==> config.mk <==
export PLATFORM = sky130hd
export DESIGN_NAME = fetch_unit
export DESIGN_NICKNAME = d
export VERILOG_FILES = /design/src/rtl/fetch_unit_pkg.sv /design/src/rtl/fetch_queue.sv /design/src/rtl/fetch_unit.sv
export SDC_FILE = /design/constraint.sdc
export NUM_CORES = 1
export LEC_CHECK = 0
export BUFFER_PORTS_ARGS = -buffer_cell sky130_fd_sc_hd__buf_4
export CORE_MARGIN = 4
export CORE_UTILIZATION = 57
export DETAILED_ROUTE_END_ITERATION = 8
export GPL_TIMING_DRIVEN = 0
export PLACE_DENSITY_LB_ADDON = 0.15
export SKIP_CTS_REPAIR_TIMING = 1
export SYNTH_ARGS = -nofsm -noshare
export SYNTH_HDL_FRONTEND = slang
export SYNTH_SLANG_ARGS = --single-unit
==> constraint.sdc <==
create_clock -name clk -period 3.5 [get_ports clk]
set_clock_uncertainty 0.15 [all_clocks]
set_input_delay 0 -clock clk [delete_from_list [all_inputs] [get_ports clk]]
set_output_delay 0 -clock clk [all_outputs]
set_load 0.01 [all_outputs]
==> src/rtl/fetch_unit_pkg.sv <==
// Shared types and constants for the RV32I fetch stage and its queue.
package fetch_unit_pkg;

  // Canonical NOP (addi x0, x0, 0) presented when no instruction is valid
  localparam logic [31:0] NOP              = 32'h0000_0013;
  localparam logic [31:0] RESET_PC_DEFAULT = 32'h0000_0000;

  // One queued fetch result: the instruction word and the address it came from
  typedef struct packed {
    logic [31:0] pc;
    logic [31:0] inst;
  } fetch_entry_t;

  // Force a byte address onto a 32-bit word boundary
  function automatic logic [31:0] word_align(input logic [31:0] addr);
    return {addr[31:2], 2'b00};
  endfunction

endpackage

==> src/rtl/fetch_queue.sv <==
// Two-entry {pc, inst} FIFO between instruction memory and decode.
// slot0 is always the head; flush wins over push.
module fetch_queue
  import fetch_unit_pkg::*;
(
  input  logic         clk,
  input  logic         rst,
  input  logic         flush_i,
  input  logic         push_i,
  input  fetch_entry_t push_data_i,
  input  logic         pop_i,
  output logic [1:0]   count_o,
  output fetch_entry_t head_o
);

  fetch_entry_t slot0_q, slot0_d;
  fetch_entry_t slot1_q, slot1_d;
  logic [1:0]   count_q, count_d;
  logic         do_pop_s;

  // Next-state for the two slots and the occupancy count
  always_comb begin
    slot0_d  = slot0_q;
    slot1_d  = slot1_q;
    count_d  = count_q;
    do_pop_s = pop_i && (count_q != 2'd0);
    if (flush_i) begin
      count_d = 2'd0;
    end else begin
      case ({push_i, do_pop_s})
        2'b10: begin
          if (count_q == 2'd0) begin
            slot0_d = push_data_i;
            count_d = 2'd1;
          end else if (count_q == 2'd1) begin
            slot1_d = push_data_i;
            count_d = 2'd2;
          end else begin
            // full: the issue logic never lets this happen, keep contents
            count_d = count_q;
          end
        end
        2'b01: begin
          slot0_d = slot1_q;
          count_d = count_q - 2'd1;
        end
        2'b11: begin
          if (count_q == 2'd1) begin
            slot0_d = push_data_i;
          end else begin
            slot0_d = slot1_q;
            slot1_d = push_data_i;
          end
          count_d = count_q;
        end
        default: begin
          count_d = count_q;
        end
      endcase
    end
  end

  // Queue storage with synchronous reset
  always_ff @(posedge clk) begin
    if (rst) begin
      slot0_q <= fetch_entry_t'(64'h0);
      slot1_q <= fetch_entry_t'(64'h0);
      count_q <= 2'd0;
    end else begin
      slot0_q <= slot0_d;
      slot1_q <= slot1_d;
      count_q <= count_d;
    end
  end

  assign count_o = count_q;
  assign head_o  = slot0_q;

endmodule

==> src/rtl/fetch_unit.sv <==
// RV32I fetch stage: PC generation, 1-cycle imem request tracking,
// redirect flushing and a valid/ready handoff to decode.
module fetch_unit
  import fetch_unit_pkg::*;
#(
  parameter logic [31:0] RESET_PC = RESET_PC_DEFAULT,
  parameter int          DEPTH    = 2
) (
  input  logic        clk,
  input  logic        rst,
  output logic        imem_en,
  output logic [31:0] imem_addr,
  input  logic [31:0] imem_rdata,
  input  logic        redirect,
  input  logic [31:0] redirect_pc,
  output logic        inst_valid,
  input  logic        inst_ready,
  output logic [31:0] inst,
  output logic [31:0] pc
);

  localparam logic [2:0] DEPTH_L = 3'(DEPTH);

  logic [31:0]  fetch_pc_q, fetch_pc_d;
  logic [31:0]  inflight_pc_q, inflight_pc_d;
  logic         inflight_q, inflight_d;
  logic [1:0]   q_count_s;
  fetch_entry_t q_head_s;
  fetch_entry_t push_data_s;
  logic         head_valid_s;
  logic         pop_s;
  logic         push_s;
  logic [2:0]   occupancy_s;
  logic [31:0]  target_s;

  // Decode handshake, head presentation and the request issue decision
  always_comb begin
    target_s     = word_align(redirect_pc);
    head_valid_s = (q_count_s != 2'd0) && !rst;
    pop_s        = head_valid_s && inst_ready && !redirect;
    // slots that will be taken once this cycle's pop is accounted for
    occupancy_s  = {1'b0, q_count_s} + {2'b00, inflight_q} - {2'b00, pop_s};
    if (rst) begin
      imem_en   = 1'b0;
      imem_addr = fetch_pc_q;
    end else if (redirect) begin
      imem_en   = 1'b1;
      imem_addr = target_s;
    end else begin
      imem_en   = (occupancy_s < DEPTH_L);
      imem_addr = fetch_pc_q;
    end
    inst_valid = head_valid_s;
    if (head_valid_s) begin
      inst = q_head_s.inst;
      pc   = q_head_s.pc;
    end else begin
      inst = NOP;
      pc   = 32'h0000_0000;
    end
  end

  // Next fetch PC and in-flight tracking; a redirect restarts at its target
  always_comb begin
    fetch_pc_d    = fetch_pc_q;
    inflight_pc_d = inflight_pc_q;
    inflight_d    = 1'b0;
    if (redirect) begin
      inflight_d    = 1'b1;
      inflight_pc_d = target_s;
      fetch_pc_d    = target_s + 32'd4;
    end else if (imem_en) begin
      inflight_d    = 1'b1;
      inflight_pc_d = fetch_pc_q;
      fetch_pc_d    = fetch_pc_q + 32'd4;
    end else begin
      inflight_d    = 1'b0;
    end
  end

  // PC and in-flight registers; reset drops any outstanding response
  always_ff @(posedge clk) begin
    if (rst) begin
      fetch_pc_q    <= word_align(RESET_PC);
      inflight_pc_q <= 32'h0000_0000;
      inflight_q    <= 1'b0;
    end else begin
      fetch_pc_q    <= fetch_pc_d;
      inflight_pc_q <= inflight_pc_d;
      inflight_q    <= inflight_d;
    end
  end

  // A response is only kept when no redirect is killing it this cycle
  assign push_s      = inflight_q && !redirect;
  assign push_data_s = '{pc: inflight_pc_q, inst: imem_rdata};

  fetch_queue u_queue (
    .clk         (clk),
    .rst         (rst),
    .flush_i     (redirect),
    .push_i      (push_s),
    .push_data_i (push_data_s),
    .pop_i       (pop_s),
    .count_o     (q_count_s),
    .head_o      (q_head_s)
  );

endmodule

==> results of run 1 <==
[path summary, 6_finish.rpt]
path	from	endpoint	slack (ns)
worst min-delay path	redirect_pc[26]	inflight_pc_q[26]$_SDFFE_PP0P_	-0.02
worst max-delay path	u_queue.count_o[1]$_SDFFE_PP0P_	fetch_pc_q[11]$_SDFFE_PP0P_	0.15
worst max register to register	u_queue.count_o[1]$_SDFFE_PP0P_	fetch_pc_q[11]$_SDFFE_PP0P_	0.15
worst min register to register	u_queue.slot1_q[33]$_SDFFE_PP0P_	u_queue.head_o[33]$_SDFFE_PP0P_	0.30
[worst max-delay path, delay by kind of cell (launching register included)]
kind	cells	cell delay [ns]
adder cells (fa/ha/maj)	3	0.98
AND/OR/NAND/NOR	5	0.75
AO/OA/AOI/OAI	1	0.43
buffers and inverters	2	0.39
flip-flops	1	0.34
XOR/XNOR	1	0.16
[metal layers]
layer | up-vias | GRT usage, %
li1 | 4546 | -
met1 | 4406 | 41.8
met2 | 516 | 44.9
met3 | 87 | 5.26
met4 | 0 | 10.9
met5 | - | 0
[Yosys cell counts, types with 12 or more instances]
| cell | number |
|---|---|
| sky130_fd_sc_hd__xnor2_1 | 23 |
| sky130_fd_sc_hd__mux2_2 | 31 |
| sky130_fd_sc_hd__a22oi_1 | 62 |
| sky130_fd_sc_hd__nand3_1 | 24 |
| sky130_fd_sc_hd__clkbuf_1 | 54 |
| sky130_fd_sc_hd__inv_1 | 13 |
| sky130_fd_sc_hd__and2_1 | 63 |
| sky130_fd_sc_hd__xor2_1 | 12 |
| sky130_fd_sc_hd__mux2i_1 | 20 |
| sky130_fd_sc_hd__a211oi_1 | 88 |
| sky130_fd_sc_hd__nand2_1 | 187 |
| sky130_fd_sc_hd__a311oi_1 | 14 |
| sky130_fd_sc_hd__a21oi_1 | 83 |
| sky130_fd_sc_hd__nor2_1 | 129 |
| sky130_fd_sc_hd__dfxtp_1 | 191 |
| sky130_fd_sc_hd__buf_2 | 22 |
[power groups by stage]
stage               clock network (mW)  registers (mW)  logic (mW)
finish                            1.92            2.38       0.778
global route                      2.00            2.39       0.839
CTS                               1.91            2.38       0.698
detailed placement                   0            2.43       0.694
global placement                     0            2.42       0.683
floorplan                            0            2.39       0.432
[registers in the layout, indices dropped and copies added (netlist names)]
signal	cells
u_queue.count_o	2
inflight_q	1
u_queue.head_o	64
fetch_pc_q	30
u_queue.slot1_q	64
inflight_pc_q	30
[cell type report]
type                    count  area (sq um)  share of cell area [%]
multi-input cells         850          5260                    42.8
well taps                 220           275                    2.24
clock buffers              19           443                    3.60
inverters                  15          56.3                   0.458
repair buffers            226          1860                    15.1
clock inverters            13           129                    1.05
flip-flops and latches    191          3820                    31.1
plain buffers              94           459                    3.73
[cell families (layout without fill, tap and decap cells)]
family          after synthesis  in the layout
mux                          52             52
buf+inv                     109            367
xor+xnor                     35             35
fa+ha+maj                     8              8
flops                       191            191
other cells                   1              2
compound gates              287            287
simple gates                466            466
==> results by stage, run 1 <==
Placed design:
- The congestion estimate from routability-driven global placement came to 0.979.
- The worst slack after detailed placement is -0.323 ns.
- In this run the tool buffered the top-level ports with 161 buffer cells.
- After detailed placement, the total cell area comes to 11,000 sq um.
- Counting tap cells, the placed design contains a total of 1,531 instances.
- The total half-perimeter wirelength after legalization and detailed placement is 20,500 microns.

Timing:
- At the pin with the least slew margin, the transition time is 0.879 ns.
- The count of pins over their slew limit is 0.
- The share of the clock period used by the worst path after layout is 95.7%.
- The routed design could run at a clock period as short as 3.35 ns.
- The post-layout worst setup margin is 0.151 ns.
- The remaining max-slew budget at the tightest pin is 41.4%.
- Setup repair after global routing could not meet its margin everywhere.
- Setup violations remaining at the end of the flow were counted as 0.
- For the final routed database, the setup TNS stands at 0 ns.
- The maximum clock rate is 0.299 GHz.
- The final-report hold violation count is 2.
- Final hold analysis gives a worst-case slack of -0.0231 ns.

Logic synthesis:
- The predominant post-synthesis flop cell is sky130_fd_sc_hd__dfxtp_1.
- The cell taking the most area after synthesis is sky130_fd_sc_hd__dfxtp_1.
- The basic-gate share of the synthesized area counting and, or, nand and nor cells is 23.0%.
- The synthesized netlist devotes 3.21% of its cell area to XOR and XNOR gates.
- After synthesis, the mean cell area works out to 8.32 sq um.
- The total of flip-flops plus latches after synthesis is 191.
- Summed over its instances, the top area cell type makes up 40.0% of the synthesized netlist area.
- For this run, the number of Yosys warnings is 0.
- The synthesized netlist devotes 21.5% of its cell area to compound gates.
- The combined area of all synthesized cells is 9560 sq um.
- The distinct cell type count after synthesis is 71.
- The share of cell area taken by muxes after synthesis is 5.89%.
- The combinational family with the most area after synthesis is simple AND/OR/NAND/NOR gates.
- The fraction of the yosys area taken by sequential cells is 40.0%.
- The count of mapped cells out of synthesis is 1,149.
- The number of enable-type register cells in the synthesized netlist is 0.
- By area the synthesized netlist is led by sky130_fd_sc_hd__dfxtp_1, sky130_fd_sc_hd__nand2_1, sky130_fd_sc_hd__a211oi_1, sky130_fd_sc_hd__nor2_1, sky130_fd_sc_hd__a22oi_1.
- The share of async-settable or async-resettable flops after synthesis is 0%.
- The post-synthesis adder-cell area fraction is 1.13%.

Cells and area:
- The core occupancy in the finished layout is 74.5%.
- The top cell types in the final layout, fill and taps aside, are sky130_fd_sc_hd__dfxtp_1, sky130_fd_sc_hd__nand2_1, sky130_fd_sc_hd__buf_4.
- From synthesis to final layout, the design area changed by 28.7%.
- The leading cell type in the layout, fill and taps excluded is sky130_fd_sc_hd__dfxtp_1.
- Fill cells in the final layout number 1,248.
- The final net count is 1,471.
- Cells with a size suffix above 1 make up 20.7% of the layout.
- The number of antenna diodes in the final layout is 0.
- The non-filler instance count after layout is 1,628.
- Once layout is done, the placed cells without fillers occupy 12,300 sq um.

Global routing:
- The global-route wire length before repair is 43,800 microns.
- The sum of overflow across all layers after global routing is 0.
- Entering global routing, the biggest net connects 18 pins.
- The aggregate global-route resource usage is 29.5%.
- The via count of the first global-routing pass is 8,258.
- The number of antenna violations at the first check in global routing is 0.

Floorplan:
- The initialized floorplan defines 47 standard-cell rows.
- The count of pins on the block boundary is 166.
- The floorplan step defined a die boundary enclosing 18,900 sq um.
- The horizontal die dimension is 138 microns.
- The die extent in y is 138 microns.
- The region available for standard cell placement spans 16,500 sq um.
- The effective utilization at floorplan is 57.8%.

Clocking:
- The number of clock sinks is 191.
- Counting along the longest clock path gives a buffer depth of 2.
- The clock edge transition at the registers on the reported setup and hold paths is 0.07 ns.
- Clock tree synthesis inserted a total of 17 buffers.
- The CTS tree is done.
- The cell chosen for the clock root is sky130_fd_sc_hd__clkbuf_16.
- The later pin in the worst-skew pair is clocked with a latency of 0.44 ns.
- The CTS H-tree depth is 4.

Detailed routing:
- In the routed layout, each cell is associated on average with a via count of 5.87.
- For this block, wires on met1 add up to 12,400 microns.
- Before antenna repair, the detailed router went through 5 iterations.
- Detailed routing inserted a total of 9,555 vias.
- The detailed-routed wire length on met2 is 13,200 microns.
- The routed wirelength normalized by instance count is 18.1 microns.
- The detail route stage leaves a number of antenna-violating nets equal to 0.
- The highest routing layer actually used is met4.
- The final wirelength is 29,500 microns.
- Summed over all nets, wire length on met3 after detailed routing comes to 2870 microns.
- The starting DRC count in detailed routing is 949.
- The DRC violations left is 0.

Pwr:
- The net switching component of the power is 1.42 mW.
- The part of the power in registers is 46.9%.
- After layout, the design draws a total of 5.08 mW.
- The leakage component of the power is 4.79 nW.
- The internal portion of the total power is 3.66 mW.
- The maximum vdd ir drop is 0.366 mV.
- In this run switching power makes up 28.0% of total power.
- Power spread over the standard cell area amounts to 413 nW/um^2.
- The clock network is responsible for 37.8% of the overall power.
- Of the total power, combinational logic draws 15.3%.

Setup path:
- The kind of end point of the critical path is a flop.
- The worst setup path is launched from a flop.
- Data arrives at the worst endpoint at 3.50 ns.
- The cell with the largest stage delay on the worst path is sky130_fd_sc_hd__fa_1.
- The largest driver fanout on the critical path is 10.
- Walking the worst path, the cells encountered are inv_1, ha_1, nor3b_4, ha_1, nor2b_1, fa_1, nor2b_1, clkbuf_4, nand4_1, xnor2_1, nor2_1, a2111oi_0.
- The number of cells on the worst reg-to-reg path is 12.
- The worst setup path is of the reg -> reg kind.
- The delay contributed by the slowest stage of the critical path is 0.45 ns.
- The worst endpoint required time is 3.65 ns.

Run:
- Across the run, the number of max-cap violations was 0.

Hold path:
- The tightest min-delay check is of the in -> reg type.
- The cell depth of the worst min-delay path is 3.

Status:
- The flow ran to the end, but the final reports show violations.
- The checks that failed: negative hold slack.
(Power assumes the default switching activity.)
==> run 2: changes to the inputs <==
- CORE_UTILIZATION: 57 -> 56
- SYNTH_HIERARCHICAL: default -> 1
==> run 2 against run 1 <==
  * The run still ends with negative hold slack left
  * First-iteration DRC count decreased by 46%
  * Final cell count decreased by 2.5%
  * Synthesized cell count shrank 3.1%
  * Worst hold slack got worse by 0.012 ns
  * Critical path type is now in -> reg
  * Largest cell class unchanged
  * Highest routed layer unchanged
==> results by stage, run 2 <==
Clocking:
- The latest clock arrival within the worst-skew pair is 0.43 ns (was 0.44 ns).
- The TritonCTS buffer count is 17 (unchanged).
- The CTS tree is done (unchanged).
- The clock edge transition at the registers on the reported setup and hold paths was 0.07 ns (about the same).
- The clock tree buffer depth is 2 (unchanged).
- The number of clock sinks is 191 (unchanged).
- The CTS H-tree depth was 4 (unchanged).
- The cell chosen for the clock root is sky130_fd_sc_hd__clkbuf_16 (unchanged).

Placed design:
- The global placement routability congestion was 0.910 (was 0.979).
- The standard cell area after detailed placement was 11,000 sq um (about the same).
- The number of port buffers was 160 (was 161).
- The total half-perimeter wirelength after legalization and detailed placement is 18,600 microns (was 20,500 microns).

Status:
- Violations in the final reports: negative hold slack (unchanged).
- Status: complete, but fails checks (unchanged).

Pwr:
- The share of total power in the clock network is 39.3% (was 37.8%).
- The power density over the cells came to 397 nW/um^2 (was 413 nW/um^2).
- The leakage component of the power is 5.29 nW (was 4.79 nW).
- The maximum vdd ir drop was 0.354 mV (was 0.366 mV).
- The share of total power in combinational logic came to 12.8% (was 15.3%).
- The switching portion of total power is 25.8% (was 28.0%).
- The internal power consumption is 3.59 mW (was 3.66 mW).
- The part of the power in registers is 47.9% (was 46.9%).
- The net switching component of the power came to 1.25 mW (was 1.42 mW).

Floorplan:
- The total number of placement rows is 47 (unchanged).
- The die area is 19,100 sq um (was 18,900 sq um).
- The core footprint is 16,600 sq um (was 16,500 sq um).
- The count of pins on the block boundary is 166 (unchanged).
- The effective utilization at floorplan is 57.3% (was 57.8%).
- The die extent in y came to 138 microns (about the same).
- The horizontal die dimension was 138 microns (about the same).

Logic synthesis:
- The predominant post-synthesis flop cell is sky130_fd_sc_hd__dfxtp_1 (unchanged).
- The post-synthesis area per instance is 8.54 sq um (was 8.32 sq um).
- The area share of the leading cell type in the synthesized netlist came to 40.2% (was 40.0%).
- The total of flip-flops plus latches after synthesis came to 191 (unchanged).
- The fraction of the yosys area taken by sequential cells is 40.2% (was 40.0%).
- The share of async-settable or async-resettable flops after synthesis was 0% (unchanged).
- The cell taking the most area after synthesis is sky130_fd_sc_hd__dfxtp_1 (unchanged).
- List of most frequent post-synthesis cells: sky130_fd_sc_hd__nand2_1, sky130_fd_sc_hd__dfxtp_1, sky130_fd_sc_hd__a21oi_1 (was sky130_fd_sc_hd__dfxtp_1, sky130_fd_sc_hd__nand2_1, sky130_fd_sc_hd__nor2_1).
- The combined area of all synthesized cells came to 9500 sq um (was 9560 sq um).
- The count of mapped cells out of synthesis was 1,113 (was 1,149).
- The number of enable-type register cells in the synthesized netlist is 0 (unchanged).
- The warning count from the yosys run came to 6 (was 0).
- The most frequent cell after synthesis is sky130_fd_sc_hd__nand2_1 (was sky130_fd_sc_hd__dfxtp_1).
- Dominant cells by area after synthesis: sky130_fd_sc_hd__dfxtp_1, sky130_fd_sc_hd__nand2_1, sky130_fd_sc_hd__mux2i_1, sky130_fd_sc_hd__a21oi_1, sky130_fd_sc_hd__o2bb2ai_1 (was sky130_fd_sc_hd__dfxtp_1, sky130_fd_sc_hd__nand2_1, sky130_fd_sc_hd__a211oi_1, sky130_fd_sc_hd__nor2_1, sky130_fd_sc_hd__a22oi_1).
- The distinct cell type count after synthesis was 68 (was 71).

Global routing:
- The via count of the first global-routing pass was 7,965 (was 8,258).
- The aggregate global-route resource usage is 25.5% (was 29.5%).
- The maximum number of pins on one net before global-route repair was 17 (was 18).
- The number of antenna violations at the first check in global routing came to 0 (unchanged).
- The sum of overflow across all layers after global routing came to 0 (unchanged).
- The global-route wire length before repair is 40,600 microns (was 43,800 microns).

Cells and area:
- The fraction of final layout cells sized beyond drive strength 1 came to 19.7% (was 20.7%).
- The final net count is 1,429 (was 1,471).
- Commonest non-fill, non-tap cells in the layout: sky130_fd_sc_hd__nand2_1, sky130_fd_sc_hd__dfxtp_1, sky130_fd_sc_hd__buf_4 (was sky130_fd_sc_hd__dfxtp_1, sky130_fd_sc_hd__nand2_1, sky130_fd_sc_hd__buf_4).
- The leading cell type in the layout, fill and taps excluded is sky130_fd_sc_hd__nand2_1 (was sky130_fd_sc_hd__dfxtp_1).
- The post-route standard cell area excluding fillers was 12,200 sq um (was 12,300 sq um).
- The number of antenna cells inserted is 0 (unchanged).
- The growth of design area from synthesis to finish is 28.3% (was 28.7%).

Timing:
- The final-report hold violation count is 7 (was 2).
- The count of pins over their slew limit is 0 (unchanged).
- The final-layout worst hold slack is -0.0352 ns (was -0.0231 ns).
- The transition time of the tightest slew-check pin was 0.841 ns (was 0.879 ns).
- Unrepaired setup endpoints after global routing: no (was yes).
- The remaining max-slew budget at the tightest pin came to 43.7% (was 41.4%).
- The count of endpoints failing setup in the final report is 0 (unchanged).
- The minimum clock period after layout is 3.27 ns (was 3.35 ns).
- The summed negative setup slack over all endpoints came to 0 ns (unchanged).
- The share of the clock period used by the worst path after layout is 93.3% (was 95.7%).
- The maximum clock rate was 0.306 GHz (was 0.299 GHz).

Setup path:
- The worst setup path startpoint is redirect (was u_queue.count_o[1]$_SDFFE_PP0P_).
- The endpoint of the most critical setup path is inflight_pc_q[3]$_SDFFE_PP0P_ (was fetch_pc_q[11]$_SDFFE_PP0P_).
- The data arrival at the endpoint of the critical path is 3.46 ns (was 3.50 ns).
- The worst endpoint required time is 3.69 ns (was 3.65 ns).
- The register-to-register setup slack came to 0.28 ns (was 0.15 ns).
- The launch point of the worst reg-to-reg path was u_queue/count_o[0]$_SDFFE_PP0P_ (was u_queue.count_o[1]$_SDFFE_PP0P_).
- The kind of end point of the critical path is a flop (unchanged).
- The type of the setup path with the least slack is in -> reg (was reg -> reg).
- The largest driver fanout on the critical path is 19 (was 10).
- The kind of start point of the critical path is an input port (was flop).
- The critical register-to-register path endpoint is inflight_pc_q[3]$_SDFFE_PP0P_ (was fetch_pc_q[11]$_SDFFE_PP0P_).
- The number of cells on the worst reg-to-reg path is 12 (unchanged).

Detailed routing:
- The final wirelength is 26,200 microns (was 29,500 microns).
- The starting DRC count in detailed routing is 513 (was 949).
- The average vias per placed instance is 5.47 (was 5.87).
- The routed wirelength normalized by instance count is 16.5 microns (was 18.1 microns).
- The detailed-route via count is 8,678 (was 9,555).
- The remaining number of nets flagged by the antenna check after routing came to 0 (unchanged).
- The number of detailed-route iterations in the first pass is 5 (unchanged).
- The DRC violations left is 0 (unchanged).

Hold path:
- The worst hold-check path type is in -> reg (unchanged).

Run:
- The max-capacitance violation count is 0 (unchanged).
[run 2: metrics by stage]
stage | utilization (%) | cells | total power [mW] | hold slack [ns] | setup slack (ns)
floorplan | - | 1118 | 2.68 | -0.0715 | 0.0627
global placement | 66.4 | 1498 | 2.91 | 0.0728 | -0.861
detailed placement | 66.4 | 1498 | 2.92 | 0.0773 | -0.897
CTS | 69.8 | 1529 | 4.79 | -0.371 | -0.561
global route | 73.5 | 1587 | 5.01 | 0.00146 | 0.00438
finish | 73.5 | 1587 | 4.84 | -0.0352 | 0.235
[run 2: power groups by stage]
stage | Sequential (mW) | Clock (mW) | Combinational (mW)
after floorplan | 2.34 | 0 | 0.334
after global placement | 2.36 | 0 | 0.546
after detailed placement | 2.37 | 0 | 0.551
after CTS | 2.32 | 1.92 | 0.556
after global routing | 2.33 | 2.01 | 0.671
final | 2.32 | 1.90 | 0.617
[run 2: worst max-delay path: stages]
cell	delay, ns
sky130_fd_sc_hd__buf_4	0.13
sky130_fd_sc_hd__buf_6	0.18
sky130_fd_sc_hd__buf_6	0.20
sky130_fd_sc_hd__buf_6	0.23
sky130_fd_sc_hd__buf_2	0.23
sky130_fd_sc_hd__clkbuf_4	0.26
sky130_fd_sc_hd__nor4b_4	0.07
sky130_fd_sc_hd__ha_1	0.30
sky130_fd_sc_hd__nor2b_1	0.05
sky130_fd_sc_hd__fa_1	0.37
sky130_fd_sc_hd__xor2_1	0.16
sky130_fd_sc_hd__nor2b_1	0.14
sky130_fd_sc_hd__buf_2	0.20
sky130_fd_sc_hd__nor2_1	0.17
sky130_fd_sc_hd__buf_1	0.48
sky130_fd_sc_hd__nor2_1	0.12
sky130_fd_sc_hd__nor3_1	0.16
[run 2: worst min-delay path by stage]
stage / to / depth (start not counted) / from / slack, ns
global placement: fetch_pc_q[2]$_SDFFE_PP0P_ / 2 / redirect_pc[2] / 0.07
CTS: fetch_pc_q[2]$_SDFFE_PP0P_ / 2 / redirect_pc[2] / -0.37
floorplan: u_queue/count_o[1]$_SDFFE_PP0P_ / 1 / redirect / -0.07
detailed placement: fetch_pc_q[2]$_SDFFE_PP0P_ / 2 / redirect_pc[2] / 0.08
global route: inflight_pc_q[20]$_SDFFE_PP0P_ / 3 / redirect_pc[20] / 0.001
finish: inflight_pc_q[30]$_SDFFE_PP0P_ / 3 / redirect_pc[30] / -0.04
[run 2: cell type report]
class                   count  area, sq um
multi-input cells         828         5220
plain buffers              81          433
flip-flops and latches    191         3820
clock buffers              18          429
fillers                  1320         4400
clock inverters            13          141
inverters                  16         60.1
repair buffers            220         1800
well taps                 220          275
[run 2: cell families after synthesis]
logic type | share of synthesized area, %
fa+ha+maj | 0.869
buf+inv | 5.18
simple gates | 22.6
other cells | 0.0395
xor+xnor | 3.96
flops | 40.2
mux | 9.25
compound gates | 17.8
[run 2: per-layer routing]
metal	global-route usage (%)	part of all wire, %	up-vias
met4	7.96	1.8	0
met2	42.8	49	312
li1	-	-	4309
met3	4.49	5.6	37
met1	33.7	44	4020
met5	0	0	-
